File: src/rtl/shift_reg_defs.sv
// Shared definitions for the 4-bit parallel-load shift register and its sequencer.
package shift_reg_defs;

  localparam logic [1:0] S_HOLD  = 2'b00;
  localparam logic [1:0] S_RIGHT = 2'b01;
  localparam logic [1:0] S_LEFT  = 2'b10;
  localparam logic [1:0] S_LOAD  = 2'b11;

  typedef enum logic [2:0] {
    ST_IDLE    = 3'd0,
    ST_LOAD    = 3'd1,
    ST_SHIFT   = 3'd2,
    ST_ENABLE  = 3'd3,
    ST_CAPTURE = 3'd4,
    ST_OUT     = 3'd5
  } state_e;

endpackage

File: src/rtl/shift_counter.sv
// Loadable down-counter for the SHIFT phase; load values above WIDTH clamp to WIDTH.
module shift_counter #(
  parameter int WIDTH = 4,
  parameter int CNT_W = 3
) (
  input  logic             CLK,
  input  logic             RST,
  input  logic             i_load,
  input  logic [CNT_W-1:0] i_load_val,
  input  logic             i_dec,
  output logic             o_zero,
  output logic             o_last
);

  localparam logic [CNT_W-1:0] MAX_CNT = CNT_W'(WIDTH);

  logic [CNT_W-1:0] r_cnt;
  logic [CNT_W-1:0] w_clamped;

  assign w_clamped = (i_load_val > MAX_CNT) ? MAX_CNT : i_load_val;

  always_ff @(posedge CLK) begin
    if (RST)
      r_cnt <= '0;
    else if (i_load)
      r_cnt <= w_clamped;
    else if (i_dec && (r_cnt != '0))
      r_cnt <= r_cnt - 1'b1;
  end

  assign o_zero = (r_cnt == '0);
  // Last shift cycle: the counter reaches zero on this edge.
  assign o_last = (r_cnt == CNT_W'(1));

endmodule

File: src/rtl/shift_register_sequencer.sv
// Command-level controller driving S/D/OE of a parallel-load shift register:
// load, shift N times, enable output, capture Q, hand the result downstream.
module shift_register_sequencer
  import shift_reg_defs::*;
#(
  parameter int WIDTH = 4,
  parameter int CNT_W = 3
) (
  input  logic             CLK,
  input  logic             RST,
  input  logic             IN_VALID,
  output logic             IN_READY,
  input  logic [WIDTH-1:0] IN_DATA,
  input  logic             IN_DIR,
  input  logic [CNT_W-1:0] IN_CNT,
  output logic [1:0]       S,
  output logic [WIDTH-1:0] D,
  output logic             OE,
  input  logic [WIDTH-1:0] Q,
  output logic             OUT_VALID,
  input  logic             OUT_READY,
  output logic [WIDTH-1:0] OUT_DATA,
  output logic             BUSY
);

  state_e           r_state, w_next;
  logic             r_dir;
  logic [1:0]       r_s, w_s_next;
  logic [WIDTH-1:0] r_d, w_d_next;
  logic             r_oe, r_out_valid, r_busy;
  logic [WIDTH-1:0] r_out_data;
  logic             w_accept, w_cnt_zero, w_cnt_last;

  assign IN_READY = (r_state == ST_IDLE) && !RST;
  assign w_accept = IN_VALID && IN_READY;

  shift_counter #(.WIDTH(WIDTH), .CNT_W(CNT_W)) u_cnt (
    .CLK       (CLK),
    .RST       (RST),
    .i_load    (w_accept),
    .i_load_val(IN_CNT),
    .i_dec     (r_state == ST_SHIFT),
    .o_zero    (w_cnt_zero),
    .o_last    (w_cnt_last)
  );

  always_comb begin
    w_next = r_state;
    case (r_state)
      ST_IDLE:    if (w_accept) w_next = ST_LOAD;
      ST_LOAD:    w_next = w_cnt_zero ? ST_ENABLE : ST_SHIFT;
      ST_SHIFT:   if (w_cnt_last) w_next = ST_ENABLE;
      ST_ENABLE:  w_next = ST_CAPTURE;
      ST_CAPTURE: w_next = ST_OUT;
      ST_OUT:     if (OUT_READY) w_next = ST_IDLE;
      default:    w_next = ST_IDLE;
    endcase
  end

  // Outputs are decoded from the next state so they are registered yet line
  // up with the state they belong to.
  always_comb begin
    w_s_next = S_HOLD;
    case (w_next)
      ST_LOAD:  w_s_next = S_LOAD;
      ST_SHIFT: w_s_next = r_dir ? S_LEFT : S_RIGHT;
      default:  w_s_next = S_HOLD;
    endcase
    w_d_next = r_d;
    if (w_next == ST_IDLE)
      w_d_next = '0;
    else if (w_accept)
      w_d_next = IN_DATA;
  end

  always_ff @(posedge CLK) begin
    if (RST) begin
      r_state     <= ST_IDLE;
      r_dir       <= 1'b0;
      r_s         <= S_HOLD;
      r_d         <= '0;
      r_oe        <= 1'b0;
      r_out_valid <= 1'b0;
      r_out_data  <= '0;
      r_busy      <= 1'b0;
    end else begin
      r_state     <= w_next;
      r_s         <= w_s_next;
      r_d         <= w_d_next;
      r_oe        <= (w_next == ST_ENABLE) || (w_next == ST_CAPTURE);
      r_out_valid <= (w_next == ST_OUT);
      r_busy      <= (w_next != ST_IDLE);
      if (w_accept)
        r_dir <= IN_DIR;
      if (r_state == ST_CAPTURE)
        r_out_data <= Q;
    end
  end

  assign S         = r_s;
  assign D         = r_d;
  assign OE        = r_oe;
  assign OUT_VALID = r_out_valid;
  assign OUT_DATA  = r_out_data;
  assign BUSY      = r_busy;

endmodule

File: config.mk
export PLATFORM = sky130hd
export DESIGN_NAME = shift_register_sequencer
export DESIGN_NICKNAME = d
export VERILOG_FILES = /design/src/rtl/shift_reg_defs.sv /design/src/rtl/shift_counter.sv /design/src/rtl/shift_register_sequencer.sv
export SDC_FILE = /design/constraint.sdc
export NUM_CORES = 1
export LEC_CHECK = 0
export BUFFER_PORTS_ARGS = -buffer_cell sky130_fd_sc_hd__buf_2
export CAP_MARGIN = 20
export CORE_MARGIN = 2
export CORE_UTILIZATION = 44
export CTS_BUF_LIST = sky130_fd_sc_hd__clkbuf_8 sky130_fd_sc_hd__clkbuf_16
export DETAILED_ROUTE_END_ITERATION = 8
export GPL_TIMING_DRIVEN = 0
export PLACE_DENSITY = 0.73
export SKIP_LAST_GASP = 1
export SLEW_MARGIN = 20
export SYNTH_ARGS = -nofsm -noshare
export SYNTH_HDL_FRONTEND = slang
export SYNTH_HIERARCHICAL = 1
export SYNTH_SLANG_ARGS = --single-unit
File: constraint.sdc
create_clock -name CLK -period 1.4 [get_ports CLK]
set_input_delay 0.07 -clock CLK [delete_from_list [all_inputs] [get_ports CLK]]
set_output_delay 0.07 -clock CLK [all_outputs]
set_load 0.05 [all_outputs]
-- Yosys cells after proc, flatten, opt, wreduce, memory -nomap -nowiden
Index checks and enable logic that the tools add are counted.
W data, S select, Z words.
- equality and inequality tests: 11
- order comparisons: 1
- multiply operators: 0
- bitwise logic cells: 0
- mux-type cells: 10
- $add $sub $neg: 1
- div/mod/pow operators: 0
- shift operators: 0
- reduce and logical (&&, ||, !) cells: 12
- operators by type and width (kind ; count):
    $mux W3 ; 6
    $pmux W3 S6 ; 1
    $eq A3 B2 Y1 const B ; 4
    $eq A3 B3 Y1 const B ; 4
    $eq A3 B1 Y1 const B ; 3
    $logic_not A3 Y1 ; 3
    $reduce_bool A3 Y1 ; 2
    $pmux W2 S2 ; 1
    $gt A3 B3 Y1 const B ; 1
    $logic_and A1 B1 Y1 ; 3
    $sub A3 B1 Y3 const B ; 1
    $mux W2 ; 1
    $reduce_bool A2 Y1 ; 1
    $reduce_or A2 Y1 ; 1
    $logic_not A1 Y1 ; 1
    $logic_or A1 B1 Y1 ; 1
    $mux W1 ; 1
- memories kept: 0
- bits in registers: 20
- memory bits (read-only): 0
- latch bits: 0
- input port bits: 16
- RAM bits: 0
- output and inout port bits: 14
- logic and storage cells: 44

-- Logic depth before layout (Yosys ltp)
Gate-level depths: netlist (run 1).
- depth after elaboration: 7
- depth in mapped cells: 7
- depth with buffers taken out: 7

-- By module
Netlist (run 1), hierarchy kept.
- modules (own cells, without submodules) (module ; area each (µm²) ; times used ; sequential area each (µm²) ; cells an instance):
    shift_register_sequencer ; 755.7 ; 1 ; 340.3 ; 81
    shift_counter ; 234.0 ; 1 ; 60.1 ; 24

-- Worst setup path after synthesis (run 1)
Ideal clock, no wire load.
- path type: register -> output
- start point: reg r_state[2]
- end point: out IN_READY
- data required time: 1.330 ns
- path buffers: 2
- stages on the path, launching flop included: 5
- data arrival time: 1.567 ns
- slack: -0.237 ns
- path through: dfxtp_1 -> buf_6 -> or3_4 -> buf_6 -> nor2_1
- word-level cells in the longest chain between the ends: 2
- RTL lines (element ; line ; text):
    start: declaration ; shift_register_sequencer.sv:26 ; state_e r_state, w_next;
    start signal: assignment ; shift_register_sequencer.sv:87 ; r_state <= w_next;
    $logic_not A3 Y1 ; shift_register_sequencer.sv:34 ; assign IN_READY = (r_state == ST_IDLE) && !RST;
    $logic_and A1 B1 Y1 ; shift_register_sequencer.sv:34 ;
    end: declaration ; shift_register_sequencer.sv:12 ; output logic IN_READY,
Every way passes these cells.

-- Worst setup path in the final report (run 1)
Same ends and word-level chain as after synthesis.

==> results of run 1 <==
sequential cells by signal, indices dropped and copies added (netlist names):
signal,cells
D,4
OUT_DATA,4
r_state,3
u_cnt/r_cnt,3
S,2
BUSY,1
OE,1
OUT_VALID,1
r_dir,1
path summary, 6_finish.rpt:
| kind | startpoint | to | slack [ns] | cells after the start |
|---|---|---|---|---|
| worst max-delay path | r_state[2]$_SDFF_PP0_ | IN_READY | 0.004 | 3 |
| worst min-delay path | IN_CNT[2] | u_cnt/r_cnt[1]$_SDFFE_PP0P_ | 0.04 | 2 |
| worst max register to register | r_state[1]$_SDFF_PP0_ | u_cnt/r_cnt[2]$_SDFFE_PP0P_ | 0.02 | 5 |
| worst min register to register | D[3]$_SDFFE_PP0P_ | D[3]$_SDFFE_PP0P_ | 0.48 | 2 |
final cells by class:
type / instances / area [um^2] / share of cell area [%]
multi-input combinational: 72 / 585.6 / 40.14
sequential: 20 / 411.6 / 28.22
timing repair buffer: 44 / 284.0 / 19.47
clock buffer: 3 / 41.29 / 2.830
buffer: 3 / 38.79 / 2.659
tap: 28 / 35.03 / 2.401
inverter: 8 / 32.53 / 2.230
clock inverter: 1 / 30.03 / 2.058
report_power, final:
part	switching (uW)	internal (uW)	leakage [uW]
clock network	195	382	0.0000357
registers	34.1	616	0.000166
logic	350	287	0.000409
total	579	1280	0.000610
critical path, stage by stage, from the launching register on:
cell and delay (ns):
dfxtp_4 0.37, or3_4 0.41, nor2_4 0.13, buf_8 0.15
placed cells by master, fill, tap and decap left out, types with 2 or more instances in the layout:
cell type	n
buf_2	28
dfxtp_1	15
buf_4	13
a21oi_1	9
o21ai_0	7
nand3_1	6
nor2_1	6
inv_1	4
mux2i_1	4
nand2_1	3
nor3b_1	3
a21boi_0	3
clkbuf_8	3
dfxtp_2	3
inv_2	3
buf_12	2
buf_8	2
nor2b_1	2
nor3b_4	2
and3b_1	2
nand2b_1	2
nor3_1	2
dfxtp_4	2
ha_1	2
metal layers:
metal,vias up,global-route usage (%)
met5,-,0
met4,0,10.53
met3,4,2.924
met2,23,36.54
met1,420,21.16
li1,470,-
repair_timing:
action                                  4_1_cts  5_1_grt
pin swaps                                     2        5
resized for setup                            13       16
setup buffers                                 8        7
endpoints found under the setup margin        7       15
stage by stage:
stage / power [uW] / hold slack (ns)
6_report: 1863 / 0.03630
2_1_floorplan: 1027 / 0.1389
5_1_grt: 1945 / 0.04145
4_1_cts: 1786 / 0.03054
3_3_place_gp: 1118 / 0.3032
3_5_place_dp: 1136 / 0.3108
logic make-up (layout without fill, tap and decap cells):
group	Yosys count	count (layout)	share of synthesized area [%]
buf+inv	13	59	6.700
simple gates	35	35	23.39
mux	4	4	4.046
flops	20	20	40.45
xor+xnor	1	1	0.8851
fa+ha+maj	3	3	3.793
compound gates	29	29	20.73
==> summary.md, run 1 <==
The number of global-route vias before repair was 880; the total standard cell area after synthesis was 989.7 um^2. The detailed-route wire length came out at 2.401 mm. Cell at the root of the clock tree: clkbuf_8.

The die covers 0.002645 mm^2. The instance area after placement was 0.001190 mm^2. Actual slew at the worst max-slew pin: 0.5213 ns.

The logs give 6 for the number of warning messages in the yosys log and 1 for the count of H-tree levels built during CTS. In this run the biggest area consumer among cell types represents 40.46% of the synthesized area. VDD sags by at most 1.032 mV. Setup repair after global routing could not meet its margin everywhere. The logs give 1.034 mm for the length of routed wiring on met1 and -0.2060 ns for the post-placement setup slack. The highest layer used for signal routing was met4. From left edge to right edge, the die measures 51.43 um. After the first detailed-routing iteration, the DRC count stood at 6. The final design instance area without fill was 0.001459 mm^2; the number of synthesized flops with an enable pin was 0. Synthesis inferred 20 register bits. The maximum frequency from static timing analysis was 716.5 MHz; the count of pins on the block boundary was 30. In the finished design, the share of the clock period the worst path needs comes to 99.69%.

After detailed routing, the average wire length per cell comes to 13.41 um. The routability congestion estimate from global placement was 0.7902; the cell count after synthesis was 105. The run gives 19.72% as the overall track demand over capacity in global routing.

After detailed routing, the met3 layer carries 115 um of wire. The first-pass GRT wire length is 3.774 mm, and the number of placement rows is 17. At the worst endpoint, the required time is 1.33 ns. The sink count of the clock tree came out at 20. For this run, the leading register cell type out of synthesis is dfxtp_1. The share of flip-flops with an asynchronous set or reset after synthesis was 0%.

The count of input and output buffers is 29. Across the routed clock network, the largest skew measured is 0.002245 ns. dfxtp_1 is the most common cell in the netlist.

The worst path in the final design needs a cycle of 1.396 ns, including I/O delays and setup. Of all nets on the critical path, the largest fanout is 5. For the final routed database, the setup TNS stands at 0 ns. The run finished with clean final reports. The CTS buffer count was 3; the distinct cell type count of the synthesized netlist was 35. Layout cell share with drive strength beyond 1: 49.67%. The sequential share of the synthesized area is 40.46%, and the arrival time of data at the critical path endpoint is 1.33 ns. The height of the die works out to 51.43 um. Measured against its own limit, the worst slew margin works out to 65.25%. The final count of pins violating max slew is 0, and the count of hold buffers inserted by post-cts repair is 0. TritonCTS built the clock tree. The total congestion overflow after global routing is 0, and the share of the core filled with cells is 67.24%. The total of fill cells in the finished design was 181. The run gives 0 as the number of hold violations in the final report.

In the detailed route, the total length drawn on met2 is 1.200 mm. The class of the tightest hold or removal check was in -> reg. In the final design database the tool counted 171 nets. Clock latency on the worst-skew pair, taken at its later pin, is 0.26 ns. For the smallest setup slack after layout, the log shows 0.004330 ns. The HPWL after detailed placement is 1.589 mm. The largest net degree at the start of global routing was 13; the area growth from synthesis to layout was 47.41%. Across the run, the number of max-cap violations was 0. STA classifies the critical path startpoint as a flop.

The power density over the cells is 1277 mW/mm^2, and the post-detailed-route count of antenna-violating nets is 0. The number of nets in the synthesized netlist is 124. In this run, placement finished with an instance count of 162.

The worst setup path is captured at an output port. Setup violations remaining at the end of the flow were counted as 0. For this configuration, the core starts out at a cell density of 45.62%.

Dominant cell type by area after synthesis: dfxtp_1. For this block, the via count after detailed routing is 917. The leakage power figure came out at 0.0006104 uW. For the detailed-route DRC error count, the log shows 0. The logs give 2 for the buffer levels on the longest clock path and 0 for the number of antenna violations at the first check in global routing.

Ranked by total cell area, the synthesized netlist is headed by dfxtp_1 (40%), a21oi_1 (4.6%), mux2i_1 (4.0%). The worst setup path is of the reg -> out kind. The number of optimization iterations in the first detailed-route pass came out at 4.

Counting instances in the post-synthesis netlist gives the leading cell types as dfxtp_1 (20), a21oi_1 (9), o21ai_0 (8). The finished layout holds 179 standard cells, fillers aside. The repair_antennas step left the layout with diodes totalling 0. The placeable core area is 0.002170 mm^2, and the via-per-instance ratio is 5.123. The clock-pin slew of the registers on the worst-case setup and hold paths was 0.08 ns.

The average instance in the mapped netlist occupies 9.426 um^2.
Note: power is estimated with default switching activity, not from simulation.
==> run 2: changes to the inputs <==
--- a/config.mk
+++ b/config.mk
@@ -12,7 +12,7 @@
 export CTS_BUF_LIST = sky130_fd_sc_hd__clkbuf_8 sky130_fd_sc_hd__clkbuf_16
 export DETAILED_ROUTE_END_ITERATION = 8
 export GPL_TIMING_DRIVEN = 0
-export PLACE_DENSITY = 0.73
+export PLACE_DENSITY_LB_ADDON = 0.12
 export SKIP_LAST_GASP = 1
 export SLEW_MARGIN = 20
 export SYNTH_ARGS = -nofsm -noshare
==> run 2 against run 1 <==
The flow now finishes with violations (setup timing). Combinational power shrank 5.0%. Worst hold slack worse by 0.012 ns. Fmax down 0.58%. Clock skew grew 0.0024 ns. Non-clock buffer count shrank 3. Largest power group unchanged. Final cell count shrank 1.7%. Critical endpoint unchanged.
==> summary.md, run 2 (synthesized netlist as in run 1, its figures left out) <==
The run finished, with violations left. The checks that failed: setup timing. The overall track demand over capacity in global routing is 19.04% (-0.68 points), and the count of input and output buffers is 29 (unchanged). The run gives 1.481 mm (-6.8%) as the final HPWL from detailed placement. Instance count along the most critical hold path: 2 (unchanged). The total congestion overflow after global routing was 0 (unchanged); the instance area after placement was 0.001190 mm^2 (unchanged). The logs give 31.7% (+0.8 points) for the share of total power in the clock network and 0.0005888 uW (-3.5%) for the leakage power figure. The worst voltage drop across the vdd grid was 1.029 mV (-0.28%); the share of the core filled with cells was 65.11% (-2.1 points). The tools report the total of fill cells in the finished design as 193 (+6.6%). Smallest setup slack after layout: -0.003835 ns (-0.008164 ns). The run gives 913 (-0.44%) as the vias after detailed routing. The terminating pin of the worst hold path is u_cnt/r_cnt[1]$_SDFFE_PP0P_. The worst hold path belongs to the class in -> reg. Walking the worst path, the cells encountered are or3_4 > nor2_4 > buf_8. TritonCTS built the clock tree. The type of element launching the critical path was a flop. The first-pass GRT wire length came out at 3.622 mm (-4.0%). CTS buffer count: 3 (unchanged).

In this run the critical register-to-register path is launched from r_state[2]$_SDFF_PP0_. The height of the die is 51.43 um (unchanged), and the cell count of the worst reg-to-reg path is 4 (-1). The layout cell share with drive strength beyond 1 was 49.32% (-0.34 points). For the final count of negative-setup-slack endpoints, the log shows 1 (+1). The number of max-cap violations is 0 (unchanged), and the first-iteration detailed-routing DRC count is 5 (-1). The type of destination of the critical path was an output port.

The tools report the layout net count as 168 (-1.8%). The switching power summed over all nets was 578.3 uW (-0.20%). The library cells used most frequently in the layout, excluding fill and tap cells, are buf_2 (28), dfxtp_1 (15), buf_4 (9). The number of hold violations in the final report is 0 (unchanged).

Setup repair after global routing could not meet its margin everywhere. The number of antenna violations at the first check in global routing was 0 (unchanged); the via-per-instance ratio was 5.188 (+1.3%). The ratio of final minimum period to clock period came out at 100.3% (+0.58 points).

The count of hold buffers inserted by post-cts repair was 0 (unchanged). The tools report the number of placement rows as 17 (unchanged). The detailed-route wire length was 2.398 mm (-0.12%); the count of H-tree levels built during CTS was 1 (unchanged).

The logs give 20 (unchanged) for the sink count of the clock tree and 0.002170 mm^2 (unchanged) for the placeable core area. The cell-internal power is 1252 uW (-2.5%), and the routed wirelength normalized by instance count is 13.63 um (+1.6%). Largest net degree at the start of global routing: 13 (unchanged). The die area was 0.002645 mm^2 (unchanged). The count of pins on the block boundary was 30 (unchanged); the biggest cell delay along the critical path was 0.41 ns (about the same). The actual slew at the worst max-slew pin is 0.5321 ns (+0.01084 ns).

In this run the critical register-to-register path is captured at D[3]$_SDFFE_PP0P_. The final count of pins violating max slew was 0 (unchanged); the buffer levels on the longest clock path was 2 (unchanged). The arrival time of data at the critical path endpoint is 1.33 ns (about the same).

The most common library cell in the layout ignoring fill and taps is buf_2. The switching share of total power was 31.59% (+0.49 points). The final design instance area without fill is 0.001413 mm^2 (-3.2%).

The maximum frequency from static timing analysis is 712.3 MHz (-0.58%). The maximum fanout along the worst path is 6 (+1), and the power after layout is 1831 uW (-1.8%). The clock tree skew after final layout was 0.004644 ns (+0.002399 ns); the clock-pin slew of the registers on the worst-case setup and hold paths was 0.08 ns (about the same). For the diode insertion count for antenna repair, the log shows 0 (unchanged). The x dimension of the die is 51.43 um (unchanged). The run gives 0.7961 (+0.75%) as the routability congestion estimate from global placement. The tools report the startpoint of the tightest hold check path as IN_CNT[2]. The tools report the cell total after placement as 162 (unchanged). The worst setup path is of the reg -> out kind. The standard cell with the maximum stage delay on the critical path was or3_4. The logs give 0 (unchanged) for the detailed-route DRC error count and 0 (unchanged) for the post-detailed-route count of antenna-violating nets. The tree is rooted in a clkbuf_8.

The power density over the cells is 1296 mW/mm^2 (+1.5%). The slack of the worst reg-to-reg path was 0.01 ns (about the same); the post-layout minimum cycle time was 1.404 ns (+0.008164 ns). The sequential share of power was 35.2% (+0.3 points).

Relative to the synthesized area, the layout overhead comes to 42.73%. The run gives 45.62% (unchanged) as the starting utilization of the core area. The relative max-transition margin came out at 64.52% (-0.72 points). Number of global-route vias before repair: 772 (-12%). The tools report the number of standard cells in the final layout excluding fillers as 176 (-1.7%). The clock insertion delay at the later pin of the skew report is 0.26 ns (about the same). The number of optimization iterations in the first detailed-route pass is 4 (unchanged), and the combinational group share of total power is 33.1% (-1.1 points). The required time of the critical path came out at 1.33 ns (about the same).
-- run 2: cell type report --
class                   count  area, um^2  area share (%)
well taps                  28       35.03           2.480
clock buffers               3       41.29           2.923
flip-flops and latches     20       409.1           28.96
multi-input cells          72       584.3           41.36
inverters                   8       32.53           2.303
repair buffers             41       250.2           17.71
clock inverters             1       30.03           2.126
plain buffers               3       30.03           2.126
-- run 2: worst max path at each step --
stage	to	slack (ns)	startpoint
floorplan	IN_READY	-0.008	r_state[2]$_SDFF_PP0_
global placement	OE$_SDFF_PP0_	-0.19	u_cnt/r_cnt[0]$_SDFFE_PP0P_
detailed placement	u_cnt/r_cnt[2]$_SDFFE_PP0P_	-0.26	r_state[1]$_SDFF_PP0_
CTS	OUT_VALID$_SDFF_PP0_	-0.008	u_cnt/r_cnt[0]$_SDFFE_PP0P_
global route	u_cnt/r_cnt[0]$_SDFFE_PP0P_	-0.07	r_state[2]$_SDFF_PP0_
finish	IN_READY	-0.004	r_state[2]$_SDFF_PP0_
-- run 2: metal layers --
layer  wire (um)  vias to the layer above  global-route usage (%)
met1         994                      420                   23.36
met3         143                        2                   6.140
met5           0                        -                       0
li1            -                      460                       -
met2        1244                       31                   31.20
met4          16                        0                   6.579
-- run 2: critical path, delay by kind of cell (launching register included) --
family,cells,cell delay (ns)
flip-flops,1,0.37
buffers and inverters,1,0.15
AND/OR/NAND/NOR,2,0.54
-- run 2: through the flow --
| step | worst slack (ns) | hold WS (ns) | setup TNS [ns] |
|---|---|---|---|
| CTS | -0.008095 | 0.03664 | -0.01616 |
| global route | -0.07376 | 0.03173 | -0.3413 |
| global placement | -0.1879 | 0.3048 | -0.8004 |
| detailed placement | -0.2600 | 0.3162 | -1.074 |
| floorplan | -0.008203 | 0.1389 | -0.008203 |
| finish | -0.003835 | 0.02441 | -0.003835 |
-- run 2: power by group through the flow --
| stage | clock, uW | sequential, uW | combinational, uW |
|---|---|---|---|
| finish | 581 | 645 | 605 |
| detailed placement | 0 | 650 | 483 |
| global route | 624 | 650 | 654 |
| floorplan | 0 | 728 | 299 |
| global placement | 0 | 648 | 475 |
| CTS | 595 | 640 | 536 |
-- run 2: repair_timing --
item | in CTS | in global routing
setup endpoints to repair | 7 | 13
setup buffers | 4 | 8
hold endpoints to repair | 0 | 0
pin swaps | 4 | 8
resized for setup | 13 | 18
gates cloned | 0 | 0
